### config.mk
export PLATFORM = sky130hd
export DESIGN_NAME = branch_predict_ctrl_flat
export DESIGN_NICKNAME = d
export VERILOG_FILES = /design/src/rtl/branch_predict_ctrl_if.sv /design/src/rtl/branch_predict_ctrl.sv /design/src/flat_wrapper.sv
export SDC_FILE = /design/constraint.sdc
export NUM_CORES = 1
export LEC_CHECK = 0
export BUFFER_PORTS_ARGS = -buffer_cell sky130_fd_sc_hd__buf_2
export CELL_PAD_IN_SITES_DETAIL_PLACEMENT = 2
export CELL_PAD_IN_SITES_GLOBAL_PLACEMENT = 2
export CORE_UTILIZATION = 41
export CTS_CLUSTER_SIZE = 10
export DETAILED_ROUTE_END_ITERATION = 6
export PLACE_DENSITY = 0.76
export SYNTH_ARGS = -nofsm -noshare
export SYNTH_HDL_FRONTEND = slang
export SYNTH_SLANG_ARGS = --single-unit
### constraint.sdc
create_clock -name iClk -period 3.1 [get_ports iClk]
set_input_delay 0.93 -clock iClk [delete_from_list [all_inputs] [get_ports iClk]]
set_output_delay 0.93 -clock iClk [all_outputs]
set_load 0.01 [all_outputs]
### src/rtl/branch_predict_ctrl_if.sv
// Fetch/execute handshake bundle for the branch predictor controller.
// The master side drives lookups and resolves; the slave side (the controller) answers.
interface branch_predict_ctrl_if #(
  parameter int unsigned PC_W   = 16,
  parameter int unsigned QDEPTH = 4
);
  localparam int unsigned CntW = $clog2(QDEPTH) + 1;

  logic            lookup_valid;
  logic [PC_W-1:0] lookup_pc;
  logic            lookup_take;
  logic            lookup_stall;
  logic            resolve_valid;
  logic            resolve_taken;
  logic            mispredict;
  logic            resolve_error;
  logic [CntW-1:0] pending_count;

  modport master (
    output lookup_valid, lookup_pc, resolve_valid, resolve_taken,
    input  lookup_take, lookup_stall, mispredict, resolve_error, pending_count
  );

  modport slave (
    input  lookup_valid, lookup_pc, resolve_valid, resolve_taken,
    output lookup_take, lookup_stall, mispredict, resolve_error, pending_count
  );
endinterface

### src/rtl/branch_predict_ctrl.sv
// 2-bit branch predictor table plus an in-order queue of in-flight predictions.
// Execute resolves the oldest entry; a wrong guess flushes everything younger.
module branch_predict_ctrl #(
  parameter int unsigned PC_W   = 16,
  parameter int unsigned IDX_W  = 4,
  parameter int unsigned QDEPTH = 4
) (
  input logic                   iClk,
  input logic                   iRst_n,
  branch_predict_ctrl_if.slave  bp_io
);
  localparam int unsigned PtrW    = $clog2(QDEPTH);
  localparam int unsigned CntW    = PtrW + 1;
  localparam int unsigned TblSize = 1 << IDX_W;

  typedef logic [1:0] ctr_t;

  ctr_t             table_q [TblSize];
  logic [IDX_W-1:0] q_idx_q [QDEPTH];
  logic             q_pred_q [QDEPTH];

  logic [PtrW-1:0]  head_q, head_d, tail_q, tail_d;
  logic [CntW-1:0]  count_q, count_d;
  logic             mispredict_q, mispredict_d;
  logic             error_q, error_d;

  logic [IDX_W-1:0] lookup_idx, head_idx;
  logic             head_pred, stall, push, pop, flush;

  // Encoding: 00 NT1, 01 NT2, 10 T1, 11 T2; transitions are deliberately asymmetric.
  function automatic ctr_t ctr_update(ctr_t c, logic taken);
    ctr_t n;
    unique case (c)
      2'b10:   n = taken ? 2'b10 : 2'b11;
      2'b11:   n = taken ? 2'b10 : 2'b00;
      2'b00:   n = taken ? 2'b11 : 2'b01;
      default: n = taken ? 2'b00 : 2'b01;
    endcase
    return n;
  endfunction

  assign lookup_idx = bp_io.lookup_pc[IDX_W+1:2];
  assign head_idx   = q_idx_q[head_q];
  assign head_pred  = q_pred_q[head_q];

  always_comb begin
    stall        = (count_q == CntW'(QDEPTH));
    push         = bp_io.lookup_valid && !stall;
    pop          = bp_io.resolve_valid && (count_q != '0);
    flush        = pop && (bp_io.resolve_taken != head_pred);
    head_d       = head_q;
    tail_d       = tail_q;
    count_d      = count_q;
    mispredict_d = flush;
    error_d      = bp_io.resolve_valid && (count_q == '0);
    if (flush) begin
      // Any lookup accepted in the flush cycle is younger than the head, so it dies too.
      head_d  = '0;
      tail_d  = '0;
      count_d = '0;
    end else begin
      if (push) tail_d = tail_q + PtrW'(1);
      if (pop)  head_d = head_q + PtrW'(1);
      count_d = count_q + CntW'(push) - CntW'(pop);
    end
  end

  always_ff @(posedge iClk) begin
    if (!iRst_n) begin
      for (int i = 0; i < TblSize; i++) table_q[i] <= 2'b10;
      head_q       <= '0;
      tail_q       <= '0;
      count_q      <= '0;
      mispredict_q <= 1'b0;
      error_q      <= 1'b0;
    end else begin
      if (pop) table_q[head_idx] <= ctr_update(table_q[head_idx], bp_io.resolve_taken);
      head_q       <= head_d;
      tail_q       <= tail_d;
      count_q      <= count_d;
      mispredict_q <= mispredict_d;
      error_q      <= error_d;
    end
  end

  always_ff @(posedge iClk) begin
    if (iRst_n && push && !flush) begin
      q_idx_q[tail_q]  <= lookup_idx;
      q_pred_q[tail_q] <= table_q[lookup_idx][1];
    end
  end

  assign bp_io.lookup_take   = table_q[lookup_idx][1];
  assign bp_io.lookup_stall  = stall;
  assign bp_io.mispredict    = mispredict_q;
  assign bp_io.resolve_error = error_q;
  assign bp_io.pending_count = count_q;
endmodule

### src/flat_wrapper.sv
// flat-port wrapper written by rule: the top's interface ports become plain ports
module branch_predict_ctrl_flat 
#(
  parameter int unsigned PC_W   = 16,
  parameter int unsigned IDX_W  = 4,
  parameter int unsigned QDEPTH = 4
)
  (iClk, iRst_n, bp_io_lookup_valid, bp_io_lookup_pc, bp_io_resolve_valid, bp_io_resolve_taken, bp_io_lookup_take, bp_io_lookup_stall, bp_io_mispredict, bp_io_resolve_error, bp_io_pending_count);
  branch_predict_ctrl_if #(.PC_W(PC_W), .QDEPTH(QDEPTH)) bp_io_i ();
  input logic iClk;
  input logic iRst_n;
  input wire logic [$bits(bp_io_i.lookup_valid)-1:0] bp_io_lookup_valid;
  input wire logic [$bits(bp_io_i.lookup_pc)-1:0] bp_io_lookup_pc;
  input wire logic [$bits(bp_io_i.resolve_valid)-1:0] bp_io_resolve_valid;
  input wire logic [$bits(bp_io_i.resolve_taken)-1:0] bp_io_resolve_taken;
  output wire logic [$bits(bp_io_i.lookup_take)-1:0] bp_io_lookup_take;
  output wire logic [$bits(bp_io_i.lookup_stall)-1:0] bp_io_lookup_stall;
  output wire logic [$bits(bp_io_i.mispredict)-1:0] bp_io_mispredict;
  output wire logic [$bits(bp_io_i.resolve_error)-1:0] bp_io_resolve_error;
  output wire logic [$bits(bp_io_i.pending_count)-1:0] bp_io_pending_count;
  assign bp_io_i.lookup_valid = bp_io_lookup_valid;
  assign bp_io_i.lookup_pc = bp_io_lookup_pc;
  assign bp_io_i.resolve_valid = bp_io_resolve_valid;
  assign bp_io_i.resolve_taken = bp_io_resolve_taken;
  assign bp_io_lookup_take = bp_io_i.lookup_take;
  assign bp_io_lookup_stall = bp_io_i.lookup_stall;
  assign bp_io_mispredict = bp_io_i.mispredict;
  assign bp_io_resolve_error = bp_io_i.resolve_error;
  assign bp_io_pending_count = bp_io_i.pending_count;
  branch_predict_ctrl #(.PC_W(PC_W), .IDX_W(IDX_W), .QDEPTH(QDEPTH)) u_core (.iClk(iClk), .iRst_n(iRst_n), .bp_io(bp_io_i));
endmodule
# After elaboration in Yosys (flattened, before gate mapping)
# Memories as Yosys holds them, arrays and structs flattened. A register that Yosys moved wholly into a read port is not among the register bits.
# Cells that the tools add are included.
# Widths: inputs -> output; s select.
[word_totals]
word_cells = 50
ram_bits = 52
reg_bits = 9
out_inout_bits = 7
input_bits = 21
mem_count = 3
[memory_table]
columns = ["name", "depth", "word_bits", "read_ports", "rd_ports_with_merged_regs", "write_ports", "line_no", "source"]
rows = [
  ["u_core.table_q", 16, 2, 2, 0, 16, "branch_predict_ctrl.sv:18", "ctr_t table_q [TblSize];"],
  ["u_core.q_idx_q", 4, 4, 1, 1, 1, "branch_predict_ctrl.sv:19", "logic [IDX_W-1:0] q_idx_q [QDEPTH];"],
  ["u_core.q_pred_q", 4, 1, 1, 1, 1, "branch_predict_ctrl.sv:20", "logic q_pred_q [QDEPTH];"],
]
[classes]
bitwise_logic = 1
eq_ne = 4
addsub = 4
mux = 20
n_reduce_logical = 13
[op_table]
columns = ["operator", "n"]
rows = [
  ["$mux 2", 9],
  ["$mux 1", 9],
  ["$logic_and 1x1->1", 6],
  ["$pmux 2 s3", 1],
  ["$add 2x1->2 const B", 2],
  ["$eq 2x2->1 const B", 2],
  ["$mux 4", 1],
  ["$reduce_or 2->1", 2],
  ["$add 3x1->3", 1],
  ["$eq 3x3->1 const B", 1],
  ["$logic_not 3->1", 1],
  ["$reduce_bool 3->1", 1],
  ["$sub 3x1->3", 1],
  ["$logic_not 1->1", 2],
  ["$logic_not 2->1", 1],
  ["$ne 1x1->1", 1],
  ["$not 1->1", 1],
]

# Depth between registers and ports, before layout
# Gate-level depths: netlist (run 1).
[logic_depth]
depth_word = 7
ltp_mapped = 10
ltp_nobuf = 10

# Worst setup path after synthesis (run 1)
# No wires, ideal clock.
[synth_path]
path_type = "input port to output port"
start = "in bp_io_lookup_pc[2]"
end = "out bp_io_lookup_take"
arrival_ps = 1924
required_ps = 2170
cell_stages = 2
path_buffers = 0
setup_slack_ps = 246
path_cell_list = "mux4_2 mux4_2"
[synth_via]
elab_chain_cells = 1
[synth_rtl]
columns = ["element", "line_no", "source"]
rows = [
  ["from (decl)", "flat_wrapper.sv:13", "input wire logic [$bits(bp_io_i.lookup_pc)-1:0] bp_io_lookup_pc;"],
  ["$mem_v2 16x2", "-", ""],
  ["to (decl)", "flat_wrapper.sv:16", "output wire logic [$bits(bp_io_i.lookup_take)-1:0] bp_io_lookup_take;"],
]
# No other way between the ends.

# Final worst setup path (run 1)
# Ends and elaborated chain as after synthesis.

==> impl_metrics.env, run 1 <==
export IMPL_cts_clk_slew_worst_paths_ns=0.07
export IMPL_hold_violations=0
export IMPL_placed_cell_area_mm2=0.003271
export IMPL_synth_fp_nets=269
export IMPL_postLayoutCoreUtil_pct=49.20
export IMPL_yosys_warnings=0
export IMPL_setup_ws_ns=-0.01831
export IMPL_power_mw=2.865
export IMPL_antennaDiodeCount=0
export IMPL_chipWidth_um=88.42
export IMPL_violations="setup timing"
export IMPL_crit_fanout=8
export IMPL_worstPathRequired_ns=2.17
export IMPL_maxSlewHeadroom_pct=55.49
export IMPL_gr_total_overflow=0
export IMPL_cts_tree="done"
export IMPL_critPathBufInv=2
export IMPL_hp_start="u_core.bp_io.pending_count[2]"
export IMPL_drive_above_1_share_pct=20.73
export IMPL_status="complete, but fails checks"
export IMPL_synth_area_mm2=0.003062
export IMPL_rr_worst_depth=8
export IMPL_finalNonFillerCells=374
export IMPL_port_buffers=15
export IMPL_start_kind="primary input"
export IMPL_drtIter0Drc=136
export IMPL_rows=31
export IMPL_skew_ns=0.009680
export IMPL_p_leak_nw=1.283
export IMPL_hp_class="reg2reg"
export IMPL_antenna_found_initial=0
export IMPL_netlist_instances=241
export IMPL_start_util_pct=42.21
export IMPL_clock_root_buffer="clkbuf_8"
export IMPL_ys_seq_area_share_pct=58.19
export IMPL_ir_drop_v=0.0004520
export IMPL_reg2reg_slack_ns=0.26
export IMPL_cts_htree_levels=3
export IMPL_dieHeight_um=88.42
export IMPL_die_area_mm2=0.007817
export IMPL_dpl_worst_slack_ns=-0.1817
export IMPL_r2r_end="u_core.table_q[3][1]"
export IMPL_whs_ns=0.5666
export IMPL_area_growth_pct=16.55
export IMPL_arrival_ns=2.19
export IMPL_drc=0
export IMPL_cp_slowest_cell="mux4_2"
export IMPL_grt_pass1_vias=2363
export IMPL_ys_types=32
export IMPL_wl_per_cell_um=23.93
export IMPL_fin_nets=298
export IMPL_synth_seq_cells=63
export IMPL_vias=2103
export IMPL_maxCapViolations=0
export IMPL_avgViaCountPerCell=5.623
export IMPL_first_pass_iters=4
export IMPL_cts_buffer_depth=2
export IMPL_syn_avg_cell_area_um2=12.70
export IMPL_clk_latency_ns=0.36
export IMPL_hpwl_um=5682
export IMPL_setup_viol=1
export IMPL_crit_family="multiplexers"
export IMPL_worst_slew_pin_slew_ns=0.6625
export IMPL_cts_made_buffers=9
export IMPL_crit_chain="buf_12 -> mux4_2 -> mux4_2 -> buf_6"
export IMPL_path_class="in2out"
export IMPL_powerDensity_mw_per_mm2=803.0
export IMPL_design_area_mm2=0.003568
export IMPL_grt_pass1_wl_um=13660
export IMPL_slowest_delay_ns=0.52
export IMPL_gp_congestion=0.7554
export IMPL_crit_top_cell="mux4_2"
export IMPL_drt_wl_total_um=8949
export IMPL_rsz0062_at_grt="true"
export IMPL_dpl_cell_count=357
export IMPL_min_to="u_core.bp_io.pending_count[2]"
export IMPL_io_pins=28
export IMPL_grtUsageTotal_pct=25.80
export IMPL_cp_end_kind="output pin"
export IMPL_cts_sinks=63
export IMPL_drv_slew=0
export IMPL_grt_max_degree=20
export IMPL_antenna_left=0
export IMPL_setup_tns_final_ns=-0.01831
export IMPL_max_freq_mhz=320.7
export IMPL_holdPathStages=2
export IMPL_fin_crit_ns=3.118
export IMPL_min_period_over_period_pct=100.6
export IMPL_core_area_mm2=0.007253
export IMPL_holdBufCountCts=0
## cell families (layout without fill, tap and decap cells)
| family | Yosys count | after routing | share of synthesized area [%] |
|---|---|---|---|
| and+or+nand+nor | 106 | 106 | 17.16 |
| DFF | 63 | 63 | 58.19 |
| muxes | 27 | 27 | 12.91 |
| AOI/OAI and AO/OA | 11 | 11 | 2.820 |
| adders and majority gates | 9 | 9 | 3.841 |
| buffers and inverters | 19 | 53 | 3.351 |
| xor gates and xnor gates | 6 | 6 | 1.716 |
## tightest hold or removal path, stage by stage, from the launching register on
cell and delay, ns:
dfxtp_1 0.34, xnor2_1 0.15, nor2_1 0.04
## how the worst max path moves through the flow
stage	start	end	cells after the start
detailed placement	bp_io_lookup_pc[2]	bp_io_lookup_take	4
global placement	bp_io_lookup_pc[2]	bp_io_lookup_take	4
global route	bp_io_lookup_pc[2]	bp_io_lookup_take	4
CTS	bp_io_lookup_pc[2]	bp_io_lookup_take	4
finish	bp_io_lookup_pc[2]	bp_io_lookup_take	4
floorplan	bp_io_lookup_pc[2]	bp_io_lookup_take	2
## sequential cells by signal, indices dropped and copies added (netlist names), named ones only
| register | cells |
|---|---|
| u_core.table_q | 32 |
| u_core.q_idx_q | 16 |
| u_core.tail_q | 2 |
| u_core.bp_io.mispredict | 1 |
| u_core.bp_io.resolve_error | 1 |
| u_core.bp_io.pending_count | 3 |
| u_core.head_q | 2 |
| u_core.q_pred_q | 4 |
## area by class of cell
class                   count  area [µm²]
multi-input cells         159        1177
inverters                  12       45.04
clock buffers               9       123.9
flip-flops and latches     63        1782
clock inverters             7       145.1
repair buffers             25       171.4
fillers                   733        3685
well taps                  99       123.9
## synth_stat cells
master,count,area [µm²]
o22a_1,2,17.52
buf_2,1,5.000
o21ai_1,1,5.000
dfxtp_1,11,220.2
clkbuf_1,2,7.510
o22ai_1,4,25.02
inv_1,12,45.04
or2_0,1,6.260
and3_1,1,6.260
nor2b_1,4,25.02
or3_1,1,6.260
nand4_1,1,6.260
nand4b_1,16,140.1
or2_2,2,12.51
buf_6,4,45.04
mux2i_1,17,170.2
nor3_1,3,15.01
nor2_1,31,116.4
xor2_1,2,17.52
and2_1,5,31.28
fa_1,1,20.02
nand2b_1,2,12.51
xnor2_1,4,35.03
mux4_2,10,225.2
o211ai_2,1,12.51
o21ai_2,1,8.760
nand2_1,38,142.6
ha_1,6,75.07
maj3_2,2,22.52
nand3_1,1,5.000
o221ai_1,2,17.52
edfxtp_1,52,1562
## what timing repair did
action | 4_1_cts | 5_1_grt
setup buffers | 1 | 0
resized for setup | 5 | 0
setup endpoints to repair | 1 | 1
## metal layers
metal	vias to the layer above	GRT usage (%)	routed length, µm
met4	0	10.41	255
met5	-	0	0
met2	66	46.08	4680
met3	18	5.970	417
li1	939	-	-
met1	1080	29.84	3596
## power by group
group	internal, mW	switching (mW)
clock network	0.618	0.352
registers	0.985	0.0460
logic	0.294	0.570
## cell usage in the layout (no fill, tap or decap), drive strengths merged, types with 2 or more instances in the layout
master | Yosys | routed
buf | 5 | 25
nand2b | 2 | 2
nor2b | 4 | 4
o22a | 2 | 2
nand2 | 38 | 38
ha | 6 | 6
nand4b | 16 | 16
mux2i | 17 | 17
xor2 | 2 | 2
mux4 | 10 | 10
nor3 | 3 | 3
xnor2 | 4 | 4
o22ai | 4 | 4
bufinv | 0 | 4
inv | 12 | 12
maj3 | 2 | 2
clkbuf | 2 | 9
nor2 | 31 | 31
o221ai | 2 | 2
or2 | 3 | 3
o21ai | 2 | 2
and2 | 5 | 5
edfxtp | 52 | 52
dfxtp | 11 | 11
clkinv | 0 | 2
Note: power is estimated with default switching activity, not from simulation.
==> inputs of run 2 (changes only) <==
--- a/config.mk
+++ b/config.mk
@@ -8,10 +8,10 @@
 export BUFFER_PORTS_ARGS = -buffer_cell sky130_fd_sc_hd__buf_2
 export CELL_PAD_IN_SITES_DETAIL_PLACEMENT = 2
 export CELL_PAD_IN_SITES_GLOBAL_PLACEMENT = 2
-export CORE_UTILIZATION = 41
+export CORE_UTILIZATION = 44
 export CTS_CLUSTER_SIZE = 10
 export DETAILED_ROUTE_END_ITERATION = 6
-export PLACE_DENSITY = 0.76
+export PLACE_DENSITY = 0.81
 export SYNTH_ARGS = -nofsm -noshare
 export SYNTH_HDL_FRONTEND = slang
 export SYNTH_SLANG_ARGS = --single-unit
==> constraint.sdc (replaced) <==
create_clock -name iClk -period 3.73 [get_ports iClk]
set_input_delay 1.119 -clock iClk [delete_from_list [all_inputs] [get_ports iClk]]
set_output_delay 1.119 -clock iClk [all_outputs]
set_load 0.01 [all_outputs]
==> run 2 against run 1 <==
Net effect:
- the flow now finishes without violations
- power fell by 25%
- global-route usage fell by 1.2 points
- hold slack lost 0.0027 ns
- critical path depth unchanged
- largest cell class unchanged
- largest power group unchanged
==> impl_metrics.env, run 2 (synthesis gave the netlist of run 1 again) <==
export IMPL_antenna_found_initial=0
export IMPL_drc=0
export IMPL_holdPathStages=2
export IMPL_chipWidth_um=85.42
export IMPL_area_growth_pct=11.36
export IMPL_worst_slew_pin_slew_ns=0.6969
export IMPL_hpwl_um=5899
export IMPL_reg2reg_slack_ns=0.75
export IMPL_die_area_mm2=0.007296
export IMPL_maxCapViolations=0
export IMPL_grt_pass1_vias=2269
export IMPL_setup_worst_path_start="bp_io_lookup_pc[2]"
export IMPL_arrival_ns=2.52
export IMPL_cts_setup_buffers=0
export IMPL_drt_wl_total_um=8080
export IMPL_design_area_mm2=0.003410
export IMPL_largest_reg_flops=32
export IMPL_cts_sinks=63
export IMPL_grtUsageTotal_pct=24.64
export IMPL_first_pass_iters=4
export IMPL_antenna_left=0
export IMPL_fin_nets=291
export IMPL_clk_latency_ns=0.35
export IMPL_start_kind="primary input"
export IMPL_setup_tns_final_ns=0
export IMPL_drive_above_1_share_pct=17.91
export IMPL_cp_end_kind="output pin"
export IMPL_avgViaCountPerCell=5.813
export IMPL_crit_fanout=8
export IMPL_maxSlewHeadroom_pct=53.23
export IMPL_cts_htree_levels=3
export IMPL_status="complete, no violations"
export IMPL_top_regs="u_core.table_q (32), u_core.q_idx_q (16), u_core.q_pred_q (4)"
export IMPL_placed_cell_area_mm2=0.003202
export IMPL_largest_register="u_core.table_q"
export IMPL_layout_commonest_cell="edfxtp_1"
export IMPL_drv_slew=0
export IMPL_cts_made_buffers=9
export IMPL_core_area_mm2=0.006756
export IMPL_r2r_end="u_core.table_q[8][0]"
export IMPL_start_util_pct=45.31
export IMPL_vias=2023
export IMPL_crit_end="bp_io_lookup_take"
export IMPL_gr_total_overflow=0
export IMPL_cp_slowest_cell="mux4_2"
export IMPL_slowest_delay_ns=0.54
export IMPL_grt_pass1_wl_um=12880
export IMPL_gp_congestion=0.7814
export IMPL_cts_buffer_depth=2
export IMPL_cp_num_cells=4
export IMPL_rows=30
export IMPL_setup_viol=0
export IMPL_worstPathRequired_ns=2.61
export IMPL_powerDensity_mw_per_mm2=630.2
export IMPL_path_class="in2out"
export IMPL_cts_clk_slew_worst_paths_ns=0.07
export IMPL_critPathBufInv=2
export IMPL_io_pins=28
export IMPL_rsz0062_at_grt="false"
export IMPL_drtIter0Drc=67
export IMPL_port_buffers=15
export IMPL_crit_top_cell="mux4_2"
export IMPL_clock_root_buffer="clkbuf_8"
export IMPL_dieHeight_um=85.42
export IMPL_crit_chain="clkbuf_4 -> mux4_2 -> mux4_2 -> buf_2"
export IMPL_grt_max_degree=22
export IMPL_ir_drop_v=0.0002633
export IMPL_wl_per_cell_um=23.22
export IMPL_antennaDiodeCount=0
export IMPL_final_cell_mix="52 x edfxtp_1, 38 x nand2_1, 31 x nor2_1"
export IMPL_min_period_over_period_pct=97.54
export IMPL_cts_tree="done"
export IMPL_fin_crit_ns=3.638
export IMPL_hp_class="reg2reg"
export IMPL_max_freq_mhz=274.9
export IMPL_crit_family="multiplexers"
export IMPL_hold_violations=0
export IMPL_skew_ns=0.008746
export IMPL_rr_worst_depth=6
export IMPL_p_leak_nw=1.217
run 2: worst min-delay path by stage:
stage	start	end	slack (ns)
after floorplan	u_core.head_q[1]	flop	0.48
after global routing	u_core.head_q[0]	u_core.head_q[0]	0.61
final	u_core.tail_q[1]	u_core.tail_q[1]	0.56
after detailed placement	u_core.head_q[0]	u_core.head_q[0]	0.56
after CTS	u_core.tail_q[1]	u_core.tail_q[1]	0.57
after global placement	u_core.head_q[1]	u_core.head_q[1]	0.52
run 2: per-stage QoR:
step	worst slack, ns	util [%]	hold WS (ns)	cells	total power, mW
5_1_grt	0.04051	50.46	0.6131	348	2.251
2_1_floorplan	0.4985	-	0.4847	241	1.358
3_5_place_dp	0.03663	47.39	0.5551	332	1.551
6_report	0.09182	50.46	0.5639	348	2.149
3_3_place_gp	0.09129	47.39	0.5187	332	1.515
4_1_cts	0.03559	50.43	0.5715	348	2.159
run 2: final cells by class:
type | count | area [µm²]
Inverter | 12 | 45.04
Timing Repair Buffer | 18 | 100.1
Fill cell | 671 | 3347
Multi-Input combinational cell | 159 | 1177
Clock inverter | 2 | 10.01
Sequential cell | 63 | 1782
Clock buffer | 14 | 195.2
Tap cell | 80 | 100.1
run 2: routing by layer:
layer	global-route usage (%)	wire (µm)	vias up
li1	-	-	925
met1	31.03	3524	1043
met2	42.11	4090	38
met3	4.572	284	17
met4	9.697	180	0
met5	0	0	-
run 2: worst register-to-register path, stage by stage, from the launching register on:
cell and delay, ns:
dfxtp_1 0.56, mux4_2 0.87, mux2i_1 0.36, o22ai_1 0.16
or2_2 0.31, maj3_2 0.41, nor2_1 0.15
run 2: what timing repair did:
action	CTS	global route
hold buffers	0	0
endpoints found under the setup margin	0	1
resized for setup	0	1
run 2: power by group:
group	total, mW	leakage [nW]	internal, mW	switching, mW
clock network	0.609	0.107	0.339	0.270
logic	0.675	0.572	0.227	0.448
registers	0.865	0.538	0.819	0.0461
total	2.15	1.22	1.38	0.764
==> inputs of run 3 (changes only) <==
--- a/config.mk
+++ b/config.mk
@@ -8,10 +8,10 @@
 export BUFFER_PORTS_ARGS = -buffer_cell sky130_fd_sc_hd__buf_2
 export CELL_PAD_IN_SITES_DETAIL_PLACEMENT = 2
 export CELL_PAD_IN_SITES_GLOBAL_PLACEMENT = 2
-export CORE_UTILIZATION = 44
+export CORE_UTILIZATION = 41
 export CTS_CLUSTER_SIZE = 10
 export DETAILED_ROUTE_END_ITERATION = 6
-export PLACE_DENSITY = 0.81
+export PLACE_DENSITY = 0.76
 export SYNTH_ARGS = -nofsm -noshare
 export SYNTH_HDL_FRONTEND = slang
 export SYNTH_SLANG_ARGS = --single-unit
==> constraint.sdc (replaced) <==
create_clock -name iClk -period 3.9 [get_ports iClk]
set_input_delay 1.17 -clock iClk [delete_from_list [all_inputs] [get_ports iClk]]
set_output_delay 1.17 -clock iClk [all_outputs]
set_load 0.01 [all_outputs]
==> run 3 against run 2 <==
Net effect:
- non-clock buffer count stayed put
- via count is 0.49% lower
- global-route usage down 2.4 points
- highest routed layer unchanged
==> impl_metrics.env, run 3 (synthesis gave the netlist of run 1 again) <==
export IMPL_cp_slowest_cell="mux4_2"
export IMPL_drt_wl_total_um=7772
export IMPL_postLayoutCoreUtil_pct=47.11
export IMPL_worstPathRequired_ns=2.73
export IMPL_vias=2013
export IMPL_clkPwrFrac_pct=26.8
export IMPL_cts_buffer_depth=2
export IMPL_rows=31
export IMPL_crit_fanout=8
export IMPL_maxSlewHeadroom_pct=58.55
export IMPL_avgViaCountPerCell=5.485
export IMPL_powerDensity_mw_per_mm2=590.6
export IMPL_cts_clk_slew_worst_paths_ns=0.07
export IMPL_switching_share_pct=36.23
export IMPL_wl_per_cell_um=21.18
export IMPL_largest_register="u_core.table_q"
export IMPL_start_kind="primary input"
export IMPL_maxCapViolations=0
export IMPL_p_int_mw=1.287
export IMPL_drtIter0Drc=72
export IMPL_io_pins=28
export IMPL_port_buffers=15
export IMPL_cts_tree="done"
export IMPL_pwr_share_seq_pct=41.0
export IMPL_setup_viol=0
export IMPL_antenna_left=0
export IMPL_ctsResizeCount=0
export IMPL_min_period_over_period_pct=97.37
export IMPL_cp_end_kind="output pin"
export IMPL_power_switching_mw=0.7312
export IMPL_hold_violations=0
export IMPL_cts_htree_levels=3
export IMPL_holdBufCountCts=0
export IMPL_finalNonFillerCells=367
export IMPL_hp_class="reg2reg"
export IMPL_rsz0062_at_grt="false"
export IMPL_clock_root_buffer="clkbuf_8"
export IMPL_first_pass_iters=5
export IMPL_dieHeight_um=88.42
export IMPL_slowest_delay_ns=0.54
export IMPL_layout_commonest_cell="edfxtp_1"
export IMPL_clk_latency_ns=0.34
export IMPL_power_frac_comb_pct=32.2
export IMPL_fin_crit_ns=3.797
export IMPL_largest_reg_flops=32
export IMPL_gr_total_overflow=0
export IMPL_hpwl_um=5675
export IMPL_dpl_cell_count=351
export IMPL_grt_max_degree=22
export IMPL_top_regs="u_core.table_q (32), u_core.q_idx_q (16), u_core.q_pred_q (4)"
export IMPL_placed_cell_area_mm2=0.003226
export IMPL_antenna_found_initial=0
export IMPL_gp_congestion=0.7567
export IMPL_die_area_mm2=0.007817
export IMPL_fin_nets=291
export IMPL_max_freq_mhz=263.3
export IMPL_final_cell_mix="52 x edfxtp_1, 38 x nand2_1, 31 x nor2_1"
export IMPL_cts_sinks=63
export IMPL_area_growth_pct=11.61
export IMPL_ir_drop_v=0.0002268
export IMPL_chipWidth_um=88.42
export IMPL_cts_setup_buffers=0
export IMPL_grtUsageTotal_pct=22.24
export IMPL_antennaDiodeCount=0
export IMPL_path_class="in2out"
export IMPL_power_mw=2.018
export IMPL_worst_slew_pin_slew_ns=0.6218
export IMPL_core_area_mm2=0.007253
export IMPL_skew_ns=0.007431
export IMPL_design_area_mm2=0.003417
export IMPL_setup_tns_final_ns=0
export IMPL_cts_made_buffers=9
export IMPL_n_fill_cell=731
export IMPL_drive_above_1_share_pct=18.66
export IMPL_grt_pass1_wl_um=11990
export IMPL_drv_slew=0
export IMPL_drc=0
export IMPL_grt_pass1_vias=2187
export IMPL_start_util_pct=42.21
export IMPL_p_leak_nw=1.211
export IMPL_arrival_ns=2.63
export IMPL_status="complete, no violations"
export IMPL_crit_chain="buf_2 -> mux4_2 -> mux4_2 -> buf_2"
-- run 3: path summary, 6_finish.rpt --
| check | start | slack (ns) | endpoint | cells past startpoint |
|---|---|---|---|---|
| worst max-delay path | bp_io_lookup_pc[2] | 0.10 | bp_io_lookup_take | 4 |
| worst min-delay path | u_core.head_q[0] | 0.56 | flop | 2 |
| worst max register to register | flop | 0.73 | u_core.table_q[5][1] | 7 |
| worst min register to register | u_core.head_q[0] | 0.56 | flop | 2 |
-- run 3: area by class of cell --
cell class,count,area [µm²],share of cell area (%)
clock inverters,5,28.78,0.8422
flip-flops and latches,63,1782,52.14
clock buffers,11,162.7,4.760
multi-input cells,159,1177,34.46
well taps,99,123.9,3.625
repair buffers,18,97.59,2.856
inverters,12,45.04,1.318
-- run 3: stage by stage --
step           setup slack, ns  hold slack (ns)
2_1_floorplan           0.5665           0.4847
3_3_place_gp            0.1156           0.5117
3_5_place_dp           0.09379           0.5448
4_1_cts                0.08196           0.5603
5_1_grt                0.04299           0.5815
6_report                0.1026           0.5580
-- run 3: layer usage --
layer	up-vias	global-route usage (%)	wire length (µm)	part of all wire (%)
met4	0	11.58	211	2.7
met5	-	0	0	0
li1	926	-	-	-
met3	20	4.851	266	3.4
met1	1022	28.03	3403	44
met2	45	36.08	3890	50
-- run 3: worst max-delay path: cells and delay by family --
family	cells	cell delay (ns)
buffers and inverters	2	0.38
multiplexers	2	1.07
-- run 3: power by group through the flow --
stage | clock network (mW) | registers, mW | logic, mW
after floorplan | 0 | 0.827 | 0.472
after global placement | 0 | 0.839 | 0.615
after detailed placement | 0 | 0.843 | 0.646
after CTS | 0.551 | 0.829 | 0.656
after global routing | 0.574 | 0.835 | 0.717
final | 0.541 | 0.828 | 0.649
